==> src/rtl/wavetable_reader_pkg.sv <==
// Shared types and defaults for the wavetable oscillator slice.
// Table words are offset-binary; flipping the MSB yields two's complement.
package wavetable_pkg;

  localparam int unsigned PHASE_W_DEF = 24;
  localparam int unsigned ADDR_W_DEF  = 9;
  localparam int unsigned FRAC_W_DEF  = 8;
  localparam int unsigned DATA_W_DEF  = 16;

  localparam logic [15:0] OFFSET_BIN = 16'h8000;

  typedef enum logic [2:0] {
    IDLE,
    RD0,
    CAP0,
    RD1,
    CAP1,
    LERP
  } state_t;

endpackage

==> src/rtl/wavetable_reader_if.sv <==
// Table RAM port bundle: the reader is master, the RAM wrapper is slave.
interface wavetable_reader_if #(
  parameter int unsigned ADDR_W = 9,
  parameter int unsigned DATA_W = 16
);

  logic [ADDR_W-1:0] ram_addr;
  logic [DATA_W-1:0] ram_wdata;
  logic              ram_ce;
  logic              ram_re;
  logic              ram_we;
  logic [DATA_W-1:0] ram_rdata;

  modport master (
    output ram_addr, ram_wdata, ram_ce, ram_re, ram_we,
    input  ram_rdata
  );

  modport slave (
    input  ram_addr, ram_wdata, ram_ce, ram_re, ram_we,
    output ram_rdata
  );

endinterface

==> src/rtl/wavetable_reader_lerp.sv <==
// Linear interpolation y = s0 + ((s1 - s0) * frac >>> FRAC_W), purely combinational.
// The result always lies between s0 and s1, so truncation to DATA_W is exact.
module wt_lerp #(
  parameter int unsigned DATA_W = 16,
  parameter int unsigned FRAC_W = 8
) (
  input  logic signed [DATA_W-1:0] s0_i,
  input  logic signed [DATA_W-1:0] s1_i,
  input  logic        [FRAC_W-1:0] frac_i,
  output logic signed [DATA_W-1:0] y_o
);

  localparam int unsigned PROD_W = DATA_W + 1 + FRAC_W;

  logic signed [DATA_W:0]   diff;
  logic signed [PROD_W-1:0] diff_ext;
  logic signed [PROD_W-1:0] frac_ext;
  logic signed [PROD_W-1:0] prod;
  logic signed [PROD_W-1:0] s0_ext;

  always_comb begin
    diff     = {s1_i[DATA_W-1], s1_i} - {s0_i[DATA_W-1], s0_i};
    diff_ext = {{(PROD_W-DATA_W-1){diff[DATA_W]}}, diff};
    frac_ext = {{(PROD_W-FRAC_W){1'b0}}, frac_i};
    prod     = diff_ext * frac_ext;
    s0_ext   = {{(PROD_W-DATA_W){s0_i[DATA_W-1]}}, s0_i};
    y_o      = DATA_W'(s0_ext + (prod >>> FRAC_W));
  end

endmodule

==> src/rtl/wavetable_reader.sv <==
// Phase-accumulator oscillator: per tick, fetch two adjacent table words and
// interpolate them into one signed sample.
module wavetable_reader
  import wavetable_pkg::*;
#(
  parameter int unsigned PHASE_W = PHASE_W_DEF,
  parameter int unsigned ADDR_W  = ADDR_W_DEF,
  parameter int unsigned FRAC_W  = FRAC_W_DEF,
  parameter int unsigned DATA_W  = DATA_W_DEF
) (
  input  logic               clk,
  input  logic               rst,
  input  logic               sample_tick_i,
  input  logic [PHASE_W-1:0] phase_inc_i,
  input  logic               note_on_i,
  wavetable_reader_if.master bus,
  output logic [DATA_W-1:0]  sample_out_o,
  output logic               sample_valid_o,
  output logic               busy_o,
  output logic               overrun_o
);

  state_t             state_q;
  logic [PHASE_W-1:0] phase_q;
  logic [PHASE_W-1:0] phase_d;
  logic               note_q;
  logic [ADDR_W-1:0]  idx_q;
  logic [ADDR_W-1:0]  addr_q;
  logic [FRAC_W-1:0]  frac_q;
  logic [DATA_W-1:0]  s0_q;
  logic [DATA_W-1:0]  s1_q;
  logic [DATA_W-1:0]  sample_q;
  logic [DATA_W-1:0]  lerp_y;
  logic               ram_en_q;
  logic               valid_q;
  logic               overrun_q;

  // A note_on rising edge restarts the phase; a tick in the same cycle snaps 0.
  always_comb begin
    phase_d = phase_q;
    if (note_on_i && !note_q) begin
      phase_d = '0;
    end
  end

  wt_lerp #(
    .DATA_W(DATA_W),
    .FRAC_W(FRAC_W)
  ) u_lerp (
    .s0_i  (s0_q),
    .s1_i  (s1_q),
    .frac_i(frac_q),
    .y_o   (lerp_y)
  );

  always_ff @(posedge clk) begin
    if (rst) begin
      state_q   <= IDLE;
      phase_q   <= '0;
      note_q    <= 1'b0;
      idx_q     <= '0;
      addr_q    <= '0;
      frac_q    <= '0;
      s0_q      <= '0;
      s1_q      <= '0;
      sample_q  <= '0;
      ram_en_q  <= 1'b0;
      valid_q   <= 1'b0;
      overrun_q <= 1'b0;
    end else begin
      note_q  <= note_on_i;
      phase_q <= phase_d;
      valid_q <= 1'b0;
      unique case (state_q)
        IDLE: begin
          if (sample_tick_i) begin
            if (note_on_i) begin
              idx_q    <= phase_d[PHASE_W-1 -: ADDR_W];
              addr_q   <= phase_d[PHASE_W-1 -: ADDR_W];
              frac_q   <= phase_d[PHASE_W-ADDR_W-1 -: FRAC_W];
              phase_q  <= phase_d + phase_inc_i;
              ram_en_q <= 1'b1;
              state_q  <= RD0;
            end else begin
              sample_q <= '0;
              valid_q  <= 1'b1;
            end
          end
        end
        RD0: begin
          ram_en_q <= 1'b0;
          state_q  <= CAP0;
        end
        // Address stays put through CAPx: the RAM wrapper's bank mux follows it.
        CAP0: begin
          s0_q     <= bus.ram_rdata ^ DATA_W'(OFFSET_BIN);
          addr_q   <= idx_q + ADDR_W'(1);
          ram_en_q <= 1'b1;
          state_q  <= RD1;
        end
        RD1: begin
          ram_en_q <= 1'b0;
          state_q  <= CAP1;
        end
        CAP1: begin
          s1_q    <= bus.ram_rdata ^ DATA_W'(OFFSET_BIN);
          state_q <= LERP;
        end
        LERP: begin
          sample_q <= lerp_y;
          valid_q  <= 1'b1;
          state_q  <= IDLE;
        end
        default: state_q <= IDLE;
      endcase
      if (sample_tick_i && (state_q != IDLE)) begin
        overrun_q <= 1'b1;
      end
    end
  end

  assign bus.ram_addr  = addr_q;
  assign bus.ram_ce    = ram_en_q;
  assign bus.ram_re    = ram_en_q;
  assign bus.ram_we    = 1'b0;
  assign bus.ram_wdata = '0;

  assign sample_out_o   = sample_q;
  assign sample_valid_o = valid_q;
  assign busy_o         = (state_q != IDLE);
  assign overrun_o      = overrun_q;

endmodule
==> src/flat_wrapper.sv <==
// flat-port wrapper written by rule: the top's interface ports become plain ports
module wavetable_reader_flat import wavetable_pkg::*;
#(
  parameter int unsigned PHASE_W = PHASE_W_DEF,
  parameter int unsigned ADDR_W  = ADDR_W_DEF,
  parameter int unsigned FRAC_W  = FRAC_W_DEF,
  parameter int unsigned DATA_W  = DATA_W_DEF
)
  (clk, rst, sample_tick_i, phase_inc_i, note_on_i, sample_out_o, sample_valid_o, busy_o, overrun_o, bus_ram_addr, bus_ram_wdata, bus_ram_ce, bus_ram_re, bus_ram_we, bus_ram_rdata);
  wavetable_reader_if #(.ADDR_W(ADDR_W), .DATA_W(DATA_W)) bus_i ();
  input  logic clk;
  input  logic rst;
  input  logic sample_tick_i;
  input  logic [PHASE_W-1:0] phase_inc_i;
  input  logic note_on_i;
  output logic [DATA_W-1:0] sample_out_o;
  output logic sample_valid_o;
  output logic busy_o;
  output logic overrun_o;
  output wire logic [$bits(bus_i.ram_addr)-1:0] bus_ram_addr;
  output wire logic [$bits(bus_i.ram_wdata)-1:0] bus_ram_wdata;
  output wire logic [$bits(bus_i.ram_ce)-1:0] bus_ram_ce;
  output wire logic [$bits(bus_i.ram_re)-1:0] bus_ram_re;
  output wire logic [$bits(bus_i.ram_we)-1:0] bus_ram_we;
  input wire logic [$bits(bus_i.ram_rdata)-1:0] bus_ram_rdata;
  assign bus_ram_addr = bus_i.ram_addr;
  assign bus_ram_wdata = bus_i.ram_wdata;
  assign bus_ram_ce = bus_i.ram_ce;
  assign bus_ram_re = bus_i.ram_re;
  assign bus_ram_we = bus_i.ram_we;
  assign bus_i.ram_rdata = bus_ram_rdata;
  wavetable_reader #(.PHASE_W(PHASE_W), .ADDR_W(ADDR_W), .FRAC_W(FRAC_W), .DATA_W(DATA_W)) u_core (.clk(clk), .rst(rst), .sample_tick_i(sample_tick_i), .phase_inc_i(phase_inc_i), .note_on_i(note_on_i), .bus(bus_i), .sample_out_o(sample_out_o), .sample_valid_o(sample_valid_o), .busy_o(busy_o), .overrun_o(overrun_o));
endmodule
==> config.mk <==
export PLATFORM = sky130hd
export DESIGN_NAME = wavetable_reader_flat
export DESIGN_NICKNAME = d
export VERILOG_FILES = /design/src/rtl/wavetable_reader_pkg.sv /design/src/rtl/wavetable_reader_if.sv /design/src/rtl/wavetable_reader_lerp.sv /design/src/rtl/wavetable_reader.sv /design/src/flat_wrapper.sv
export SDC_FILE = /design/constraint.sdc
export NUM_CORES = 1
export LEC_CHECK = 0
export CAP_MARGIN = 20
export CORE_MARGIN = 2
export CORE_UTILIZATION = 55
export DETAILED_ROUTE_END_ITERATION = 12
export MAX_ROUTING_LAYER = met4
export PLACE_DENSITY = 0.86
export SYNTH_ARGS = -nofsm -noshare
export SYNTH_HDL_FRONTEND = slang
export SYNTH_HIERARCHICAL = 1
export SYNTH_SLANG_ARGS = --single-unit
==> constraint.sdc <==
create_clock -name clk -period 7.7 [get_ports clk]
set_clock_uncertainty 0.15 [all_clocks]
set_input_delay 1.54 -clock clk [delete_from_list [all_inputs] [get_ports clk]]
set_output_delay 1.54 -clock clk [all_outputs]
set_load 0.02 [all_outputs]
After elaboration in Yosys (flattened, before gate mapping)

Index checks and enable logic that the tools add are counted.

Flip-flop bits (word level): 105
Input port bits: 44
Output and inout bits: 47
Logic and storage cells: 59

$add $sub $neg: 4
Multipliers: 1
Equality and inequality tests: 8
Muxes and demuxes: 19
Bitwise logic cells: 1
Reductions and logical operators: 14

Operators by type and width:

| cell                                                 | count |
|---|---|
| two-way mux 24 bit                                   | 4 |
| two-way mux 16 bit                                   | 2 |
| case mux 16 bit (2 select lines)                     | 1 |
| adder 24 bit                                         | 1 |
| multiplier 17 x 9 -> 24 bit                          | 1 |
| two-way mux 9 bit                                    | 2 |
| case mux 9 bit (2 select lines)                      | 1 |
| subtractor 16 x 16 -> 17 bit                         | 1 |
| adder 16 bit                                         | 1 |
| case mux 3 bit (5 select lines)                      | 1 |
| AND reduction 3 bit                                  | 4 |
| adder 9 x 1 -> 9 bit (second input constant)         | 1 |
| equality test 3 x 2 -> 1 bit (second input constant) | 2 |
| equality test 3 bit (second input constant)          | 2 |
| two-way mux 3 bit                                    | 2 |
| != test 2 bit (second input constant)                | 3 |
| nonzero test 3 bit                                   | 2 |
| two-way mux 1 bit                                    | 4 |
| nonzero test 2 bit                                   | 2 |
| equality test 3 x 1 -> 1 bit (second input constant) | 1 |
| logical NOT 3 bit                                    | 1 |
| case mux 1 bit (3 select lines)                      | 1 |
| logical AND 1 bit                                    | 2 |
| case mux 1 bit (2 select lines)                      | 1 |
| 4 further kinds                                      | 4 |

Longest topological paths before layout

Gate-level depths: netlist of the first run.

Depth after elaboration: 7
Gate-level depth with buffers: 37
Mapped depth without buffers: 37

Hierarchy

The synthesis of the first run kept the hierarchy.

Modules (own cells, without submodules):

| module           | instances | cells an instance | area an instance (µm²) | sequential area each (µm²) |
|---|---|---|---|---|
| wt_lerp          | 1         | 733               | 5,923.2                | 0.0 |
| wavetable_reader | 1         | 662               | 5,247.5                | 2,102.0 |

Least setup slack after synthesis of the first run

OpenSTA, ideal clock, no wires.

Kind: register to register
Start: reg u_core.s0_q[1]
End: reg u_core.sample_q[15] (netlist: u_core/sample_out_o[15])
Library setup time: 0.128 ns
Arrival time: 7.502 ns
Data required time: 7.422 ns
Setup slack: -0.080 ns
Cell stages (with the launch flop): 33
Path buffers: 0
Period minus slack after synthesis: 7.780 ns
Path through: dfxtp_1 inv_1 ha_1 nor2b_1 o21ai_1 a21boi_1 o211ai_1 nand3_1 and3_1 o31ai_4 mux2_2 fa_1 inv_1 fa_1 fa_1 inv_1 fa_1 inv_1 ha_1 and3_1 a221oi_1 nor2_1 or2_1 o21a_1 nor2_1 xnor2_1 ha_1 a21o_1 a31o_2 a31oi_1 xnor3_1 a22oi_1 nor2_1

Word-level cells in the longest chain between the ends: 4

Ends and longest elaborated chain:

| item                                 | line                        | RTL |
|---|---|---|
| from (decl)                          | wavetable_reader.sv:30      | `logic [DATA_W-1:0] s0_q;` |
| from (signal assigned)               | wavetable_reader.sv:96      | `s0_q <= bus.ram_rdata ^ DATA_W'(OFFSET_BIN);` |
| subtractor 16 x 16 -> 17 bit         | wavetable_reader_lerp.sv:22 | `diff = {s1_i[DATA_W-1], s1_i} - {s0_i[DATA_W-1], s0_i};` |
| multiplier 17 x 9 -> 24 bit          | wavetable_reader_lerp.sv:25 | `prod = diff_ext * frac_ext;` |
| adder 16 bit (*)                     | wavetable_reader_lerp.sv:27 | `y_o = DATA_W'(s0_ext + (prod >>> FRAC_W));` |
| named net u_core.lerp_y[15]          | wavetable_reader.sv:33      | `logic [DATA_W-1:0] lerp_y;` |
| case mux 16 bit (2 select lines) (*) | wavetable_reader.sv:74      | `unique case (state_q)` |
| to (signal assigned)                 | wavetable_reader.sv:110     | `sample_q <= lerp_y;` |
| to (decl)                            | wavetable_reader.sv:32      | `logic [DATA_W-1:0] sample_q;` |

The timed path passes the listed nets; every way through them passes the cells marked *.
A chain may end at the register's enable or synchronous reset.

Final worst setup path of the first run

Start: reg u_core.s1_q[1]
End: reg u_core.sample_q[15] (netlist: u_core/sample_out_o[15])

Word-level cells in the longest chain between the ends: 4

Ends and longest elaborated chain:

| item                             | line                        | RTL |
|---|---|---|
| from (decl)                      | wavetable_reader.sv:31      | `logic [DATA_W-1:0] s1_q;` |
| from (signal assigned)           | wavetable_reader.sv:106     | `s1_q <= bus.ram_rdata ^ DATA_W'(OFFSET_BIN);` |
| subtractor 16 x 16 -> 17 bit     | wavetable_reader_lerp.sv:22 |  |
| multiplier 17 x 9 -> 24 bit      | wavetable_reader_lerp.sv:25 |  |
| adder 16 bit                     | wavetable_reader_lerp.sv:27 |  |
| named net u_core.lerp_y[15]      | wavetable_reader.sv:33      |  |
| case mux 16 bit (2 select lines) | wavetable_reader.sv:74      |  |

The timed path passes the listed nets, and every way through them passes these cells.

==> impl_metrics.yaml, run 1 <==
power:
  seqPwrFrac: 0.305
  p_clk_frac: 0.255
  vdd_drop_max_mv: 0.2031
  switchingPower_mw: 0.7270
  p_int_mw: 1.189
  p_leak_nw: 6.536
  cellPowerDensity_mw_per_mm2: 135.2
  pwr-share-comb: 0.439
  swShare: 0.3795
yosys:
  yosys_warnings: 6
  synth_edf_count: 0
  syn_area_mm2: 0.01117
  avgSynthCellArea_um2: 8.008
  async_reset_ff_frac: 0
  yosysTopAreaCell: "dfxtp_1"
  yosysSeqAreaShare: 0.1882
  ys.flop_type: "dfxtp_1"
  synth.most_common_cell: "nand2_1"
  yosysTopAreaCellShare: 0.1882
  synth_seq_cells: 105
  yosysUniqueCellTypes: 74
  yosys-top-cells-count: "nand2_1, inv_1, a21oi_1, dfxtp_1, fa_1"
  synthCells: 1395
  synthTopCellsByArea: "dfxtp_1, fa_1, ha_1"
timing:
  relSlewSlack: 0.2889
  finalCritPeriodShare: 1.094
  worst-slew-pin-transition_ns: 1.067
  fin_ws_ns: -0.7276
  slew_viol_final: 0
  hold_viol_final: 0
  setup_viol: 9
  totalNegativeSetupSlack_ns: -3.459
  max_freq_mhz: 118.7
  grt_setup_unrepaired: "yes"
  period_needed_ns: 8.428
worst_setup_path:
  required_ns: 7.76
  crit_path_end_kind: "register"
  worst_path_most_repeated_cell: "fa_1"
  arrival_ns: 8.49
  critPathLaunchType: "register"
  crit_slowest_cell: "fa_1"
  crit_path_max_fanout: 5
  critPathMaxStageDelay_ns: 0.55
  crit_type: "reg -> reg"
clock_network:
  clkSinkCount: 105
  numCtsBuffers: 9
  cts_tree: "done"
  cts_root_buf: "clkbuf_16"
  clkLatencyLatePin_ns: 0.37
  cts.clk_slew.worst_paths_ns: 0.07
  htree_levels: 3
  cts.path.max_buffers: 2
floorplanning:
  core_area_mm2: 0.02010
  num_io_pins: 91
  die_h_um: 146.5
  die_x_um: 146.5
  die_area_mm2: 0.02147
  rows: 52
  initial_utilization: 0.5556
place:
  pre_cts_slack_ns: -0.4942
  place.gp.congestion: 0.9137
  dp.cells: 1797
  dp.final_hpwl_mm: 21.82
  port_buffers: 73
  placed_cell_area_mm2: 0.01283
cells_and_area:
  area_growth_pct: 26.81
  n_fill_cell: 1204
  drive_gt1_frac: 0.2022
  utilization: 0.7046
  fin_area_mm2: 0.01417
  stdcell_count: 1848
  fin_nets: 1821
  antennaDiodeCount: 0
flow_run:
  drv_cap: 0
routing:
  wirelength_mm: 41.97
  drc_errors: 0
  drtIter0Drc: 1931
  drt_pre_antenna_iters: 7
  wl_per_cell_um: 22.71
  ant_nets: 0
  via_count: 11960
  via_per_inst: 6.470
global_route:
  grt_antenna_before_repair: 0
  overflow: 0
  grt_pass1_wl_mm: 52.04
  grt_pass1_vias: 10770
  grt_max_degree: 105
  grtUsageTotal: 0.3048
run_status:
  violations: "negative setup slack"
  outcome: "complete, but fails checks"
hold_path:
  hold_class: "reg -> reg"
[layer usage]
layer | wire, um | global-route usage | up-vias | part of all wire
li1 | - | - | 4877 | -
met4 | 3557 | 0.1306 | 0 | 0.085
met3 | 5429 | 0.06719 | 405 | 0.13
met2 | 18600 | 0.4875 | 1168 | 0.44
met1 | 14390 | 0.3733 | 5507 | 0.34
met5 | 0 | - | - | 0
[worst max-delay path: cells and delay by family, from the launching register on]
family	cells	cell delay, ns
xor+xnor	3	0.58
flops	1	0.40
buf+inv	6	0.74
simple gates	7	0.62
fa+ha+maj	7	3.20
compound gates	12	2.57
[flip-flops by register name, indices dropped and copies added (netlist names)]
signal	flops
u_core/bus.ram_addr	9
u_core/bus.ram_ce	1
u_core/frac_q	8
u_core/idx_q	9
u_core/note_q	1
u_core/overrun_o	1
u_core/phase_q	24
u_core/s0_q	16
u_core/s1_q	16
u_core/sample_out_o	16
u_core/sample_valid_o	1
u_core/state_q	3
[final timing paths]
check	start	endpoint	slack (ns)	depth (start not counted)
worst max register to register	u_core/s1_q[1]	u_core/sample_out_o[15]	-0.73	35
worst min-delay path	u_core/idx_q[5]	u_core/idx_q[5]	0.34	2
worst min register to register	u_core/idx_q[5]	u_core/idx_q[5]	0.34	2
worst max-delay path	u_core/s1_q[1]	u_core/sample_out_o[15]	-0.73	35
[power by group through the flow]
stage               Combinational (mW)  Sequential [mW]  Clock, mW
floorplan                        0.346            0.595          0
global placement                 0.577            0.592          0
detailed placement               0.597            0.594          0
CTS                              0.665            0.581      0.483
global route                     0.862            0.586      0.510
finish                           0.841            0.585      0.489
[cell families after synthesis]
group,Yosys count,share of synthesized area
AND/OR/NAND/NOR,511,0.2138
adder cells (fa/ha/maj),204,0.2991
XOR/XNOR,64,0.05141
multiplexers,15,0.01400
other,1,0.0003357
flip-flops,105,0.1882
AO/OA/AOI/OAI,245,0.1430
buffers and inverters,250,0.09017
[through the flow]
stage / hold slack [ns] / total power, mW
CTS: 0.3106 / 1.730
detailed placement: 0.3006 / 1.190
floorplan: 0.2851 / 0.9410
global route: 0.3552 / 1.958
global placement: 0.2955 / 1.170
finish: 0.3359 / 1.916
[placed cells by master, fill, tap and decap left out, types with 18 or more instances in the layout]
cell type and count:
xor2_1 22, clkdlybuf4s50_1 72, xnor2_1 32, nor2_1 88
dfxtp_1 98, ha_4 18, ha_1 77, nor3_1 20
a21oi_1 96, fa_1 102, inv_1 160, nand2_1 210
inv_2 19, and2_1 63, nand2b_1 22, buf_4 142
[layout make-up]
type                            instances  area [um^2]  area share
Multi-Input combinational cell       1056         8862      0.6256
Sequential cell                       105         2111      0.1490
Timing Repair Buffer                  222         1877      0.1325
Inverter                              179        671.9     0.04743
Tap cell                              270        337.8     0.02385
Clock buffer                            9        225.2     0.01590
Clock inverter                          7        81.33    0.005741
[timing repair]
action | in CTS | in global routing
endpoints found under the setup margin | 6 | 8
pin swaps | 57 | 102
setup buffers | 18 | 18
hold buffers | 0 | 0
gates resized for setup | 49 | 124
Power figures use the tool's default switching activity.
==> run 2: changes to the inputs <==
--- a/config.mk
+++ b/config.mk
@@ -10,7 +10,7 @@
 export CORE_UTILIZATION = 55
 export DETAILED_ROUTE_END_ITERATION = 12
 export MAX_ROUTING_LAYER = met4
-export PLACE_DENSITY = 0.86
+export PLACE_DENSITY = 0.76
 export SYNTH_ARGS = -nofsm -noshare
 export SYNTH_HDL_FRONTEND = slang
 export SYNTH_HIERARCHICAL = 1
==> impl_metrics.yaml, run 2 (synthesis results as in run 1) <==
worst_setup_path:
  required_ns: 7.76
  crit_slowest_cell: "fa_1"
  crit_type: "reg -> reg"
  critPathMaxStageDelay_ns: 0.56
  crit_family: "adder cells"
  crit_path_end_kind: "register"
  worst-path-buf-inv: 6
  critPathLaunchType: "register"
  worst_path_most_repeated_cell: "fa_1"
  crit_path_max_fanout: 8
  arrival_ns: 7.77
cells_and_area:
  n_fill_cell: 1508
  area_growth_pct: 24.45
  drive_gt1_frac: 0.1745
  largest_reg_flops: 24
  fin_area_mm2: 0.01390
  regArea_mm2: 0.002106
  multi_input_area_mm2: 0.008668
  fin_nets: 1813
  most-common-layout-cells: "nand2_1, inv_1, buf_4"
  stdcell_count: 1840
  layout_commonest_cell: "nand2_1"
  top_register: "u_core/phase_q"
  antennaDiodeCount: 0
routing:
  wirelength_mm: 29.37
  wl_per_cell_um: 15.96
  drtIter0Drc: 822
  via_per_inst: 5.535
  ant_nets: 0
  drc_errors: 0
  drt_pre_antenna_iters: 5
  via_count: 10180
power:
  p_leak_nw: 6.427
  cellPowerDensity_mw_per_mm2: 126.4
  p_total_mw: 1.757
  vdd_drop_max_mv: 0.1643
timing:
  worst-slew-pin-transition_ns: 1.094
  grt_setup_unrepaired: "yes"
  setup_viol: 1
  hold_viol_final: 0
  period_needed_ns: 7.709
  slew_viol_final: 0
  whs_ns: 0.3098
  finalCritPeriodShare: 1.001
  max_freq_mhz: 129.7
  relSlewSlack: 0.2701
  fin_ws_ns: -0.008849
place:
  dp.final_hpwl_mm: 21.26
  place.gp.congestion: 0.8898
  placed_cell_area_mm2: 0.01285
  dp.cells: 1800
  port_buffers: 73
global_route:
  overflow: 0
  grt_max_degree: 105
  grt_pass1_wl_mm: 46.38
  grt_pass1_vias: 9690
  grtUsageTotal: 0.2686
  grt_antenna_before_repair: 0
clock_network:
  clkLatencyLatePin_ns: 0.36
  cts.path.max_buffers: 2
  clkSinkCount: 105
  numCtsBuffers: 9
  cts.clk_slew.worst_paths_ns: 0.08
  cts_tree: "done"
  hold_buffers: 0
  cts_root_buf: "clkbuf_16"
  htree_levels: 3
hold_path:
  hold_class: "reg -> reg"
flow_run:
  drv_cap: 0
run_status:
  violations: "negative setup slack"
  outcome: "complete, but fails checks"
floorplanning:
  core_area_mm2: 0.02010
  die_x_um: 146.5
  initial_utilization: 0.5556
  rows: 52
  num_io_pins: 91
  die_area_mm2: 0.02147
  die_h_um: 146.5
[run 2: final cells by class]
class,count,area share
clock buffers,9,0.01620
clock inverters,7,0.006570
inverters,179,0.04833
multi-input cells,1056,0.6235
flip-flops and latches,105,0.1515
well taps,270,0.02430
repair buffers,214,0.1296
[run 2: through the flow]
stage               setup TNS (ns)    util  worst slack [ns]
floorplan                        0       -           0.04264
global placement           -0.2507  0.6391           -0.1214
detailed placement         -0.5764  0.6391           -0.2695
CTS                      -0.006097  0.6640         -0.006097
global route               -0.9640  0.6915           -0.2554
finish                   -0.008849  0.6915         -0.008849
[run 2: worst min-delay path, delay by kind of cell, from the launching register on]
| kind | cells | cell delay, ns |
|---|---|---|
| AND/OR/NAND/NOR | 1 | 0.05 |
| AO/OA/AOI/OAI | 1 | 0.05 |
| flip-flops | 1 | 0.31 |
[run 2: final timing paths]
path,from,to,slack (ns),cells past startpoint
max reg2reg,u_core/s0_q[0],u_core/sample_out_o[15],-0.009,34
min,u_core/s1_q[8],u_core/s1_q[8],0.31,2
max,u_core/s0_q[0],u_core/sample_out_o[15],-0.009,34
min reg2reg,u_core/s1_q[8],u_core/s1_q[8],0.31,2
[run 2: report_power, final]
| part | switching (mW) | internal (mW) |
|---|---|---|
| sequential | 0.0157 | 0.566 |
| combinational | 0.379 | 0.319 |
| clock | 0.243 | 0.235 |
[run 2: layer usage]
| layer | up-vias | track usage | wire, um | part of all wire |
|---|---|---|---|---|
| li1 | 4838 | - | - | - |
| met1 | 4928 | 0.3729 | 13360 | 0.45 |
| met2 | 362 | 0.4257 | 13930 | 0.47 |
| met3 | 56 | 0.03469 | 1582 | 0.054 |
| met4 | 0 | 0.05485 | 493 | 0.017 |
| met5 | - | - | 0 | 0 |
[run 2: repair_timing]
item | 4_1_cts | 5_1_grt
buffers inserted | 4 | 20
resized for setup | 35 | 82
setup endpoints to repair | 5 | 7
pin swaps | 23 | 93
==> run 3: changes to the inputs <==
--- a/config.mk
+++ b/config.mk
@@ -7,10 +7,10 @@
 export LEC_CHECK = 0
 export CAP_MARGIN = 20
 export CORE_MARGIN = 2
-export CORE_UTILIZATION = 55
+export CORE_UTILIZATION = 45
 export DETAILED_ROUTE_END_ITERATION = 12
 export MAX_ROUTING_LAYER = met4
-export PLACE_DENSITY = 0.76
+export PLACE_DENSITY = 0.64
 export SYNTH_ARGS = -nofsm -noshare
 export SYNTH_HDL_FRONTEND = slang
 export SYNTH_HIERARCHICAL = 1
==> impl_metrics.yaml, run 3 (synthesis results as in run 1) <==
floorplanning:
  initial_utilization: 0.4593
  die_x_um: 161.6
  die_area_mm2: 0.02610
  num_io_pins: 91
  rows: 57
  core_area_mm2: 0.02432
  die_h_um: 161.6
clock_network:
  cts_tree: "done"
  htree_levels: 3
  cts.clk_slew.worst_paths_ns: 0.08
  numCtsBuffers: 9
  cts_root_buf: "clkbuf_16"
  cts.path.max_buffers: 2
  clkSinkCount: 105
  clkLatencyLatePin_ns: 0.36
timing:
  finalCritPeriodShare: 0.9985
  grt_setup_unrepaired: "yes"
  relSlewSlack: 0.3266
  fin_ws_ns: 0.01163
  hold_viol_final: 0
  setup_viol: 0
  whs_ns: 0.3122
  period_needed_ns: 7.688
  slew_viol_final: 0
  worst-slew-pin-transition_ns: 1.008
  totalNegativeSetupSlack_ns: 0
  max_freq_mhz: 130.1
global_route:
  grt_antenna_before_repair: 0
  grt_max_degree: 105
  overflow: 0
  grt_pass1_wl_mm: 46.48
  grtUsageTotal: 0.2228
  grt_pass1_vias: 9539
place:
  port_buffers: 73
  dp.cells: 1866
  dp.final_hpwl_mm: 21.31
  pre_cts_slack_ns: -0.2883
  place.gp.congestion: 0.8945
worst_setup_path:
  arrival_ns: 7.79
  crit_path_end_kind: "register"
  critPathMaxStageDelay_ns: 0.54
  worst_path_most_repeated_cell: "fa_1"
  crit_type: "reg -> reg"
  required_ns: 7.80
  critPathLaunchType: "register"
  crit_path_max_fanout: 4
  r2r_cells: 35
  crit_slowest_cell: "fa_1"
routing:
  ant_nets: 0
  drtIter0Drc: 495
  wirelength_mm: 28.08
  wl_per_cell_um: 14.71
  via_per_inst: 5.094
  via_count: 9724
  drt_pre_antenna_iters: 5
  drc_errors: 0
power:
  vdd_drop_max_mv: 0.1091
  p_leak_nw: 6.588
  cellPowerDensity_mw_per_mm2: 126.3
hold_path:
  min_path_cells: 2
  hold_class: "reg -> reg"
cells_and_area:
  top_register: "u_core/phase_q"
  fin_nets: 1828
  layout_commonest_cell: "nand2_1"
  most-common-layout-cells: "nand2_1, inv_1, buf_4"
  area_growth_pct: 26.66
  utilization: 0.5818
  stdcell_count: 1909
  n_fill_cell: 2194
  largest_reg_flops: 24
  drive_gt1_frac: 0.1880
  antennaDiodeCount: 0
run_status:
  outcome: "completed"
flow_run:
  drv_cap: 0
==> run 3: cell types whose count changed in the layout (fill, tap and decap cells not counted), moves of 3 or more <==
cell     change
nor2_4       +3
nand2_1      -7
o21ai_1      +3
ha_1         +5
nand2_2      +7
o21ai_2      -3
buf_4        +9
buf_6        +5
ha_4         -5
==> run 3: per-stage QoR <==
stage	power, mW	area (um^2)
final	1.787	14150
after global routing	1.890	14150
after CTS	1.719	13530
after detailed placement	1.206	13010
after global placement	1.202	13010
after floorplan	0.9410	11230
==> run 3: timing repair <==
item / 4_1_cts / 5_1_grt
endpoints found under the setup margin: 5 / 7
hold buffers: 0 / 0
setup buffers: 7 / 20
pin swaps: 43 / 110
gates resized for setup: 39 / 102
==> run 3: area by class of cell <==
| class | instances | area, um^2 | area share |
|---|---|---|---|
| clock buffers | 9 | 225.2 | 0.01592 |
| repair buffers | 229 | 1953 | 0.1380 |
| well taps | 324 | 405.4 | 0.02865 |
| flip-flops and latches | 105 | 2107 | 0.1489 |
| multi-input cells | 1056 | 8700 | 0.6149 |
| clock inverters | 7 | 86.33 | 0.006102 |
| inverters | 179 | 671.9 | 0.04749 |
==> run 3: path summary, 6_finish.rpt <==
path	slack [ns]	from	endpoint
hold reg to reg	0.31	u_core/s1_q[9]	u_core/s1_q[9]
setup reg to reg	0.01	u_core/s1_q[1]	u_core/sample_out_o[15]
setup / recovery	0.01	u_core/s1_q[1]	u_core/sample_out_o[15]
hold / removal	0.31	u_core/s1_q[9]	u_core/s1_q[9]
==> run 3: where the power goes <==
group | internal [mW] | leakage [nW] | switching (mW) | total (mW)
registers | 0.566 | 0.853 | 0.0149 | 0.581
logic | 0.352 | 5.59 | 0.381 | 0.733
clock network | 0.232 | 0.150 | 0.241 | 0.473
total | 1.15 | 6.59 | 0.637 | 1.79
==> run 3: routing by layer <==
layer,GRT usage,part of all wire,up-vias,wire [um]
li1,-,-,4887,-
met3,0.02414,0.038,24,1055
met4,0.04505,0.011,0,317
met2,0.3364,0.45,179,12600
met1,0.3248,0.50,4634,14110
met5,-,0,-,0
==> run 3: worst max-delay path, delay by kind of cell (launching register included) <==
family	cells	cell delay (ns)
adders and majority gates	7	2.84
xor gates and xnor gates	3	0.58
DFF	1	0.42
and+or+nand+nor	5	0.60
buffers and inverters	5	0.43
AOI/OAI and AO/OA	15	2.54
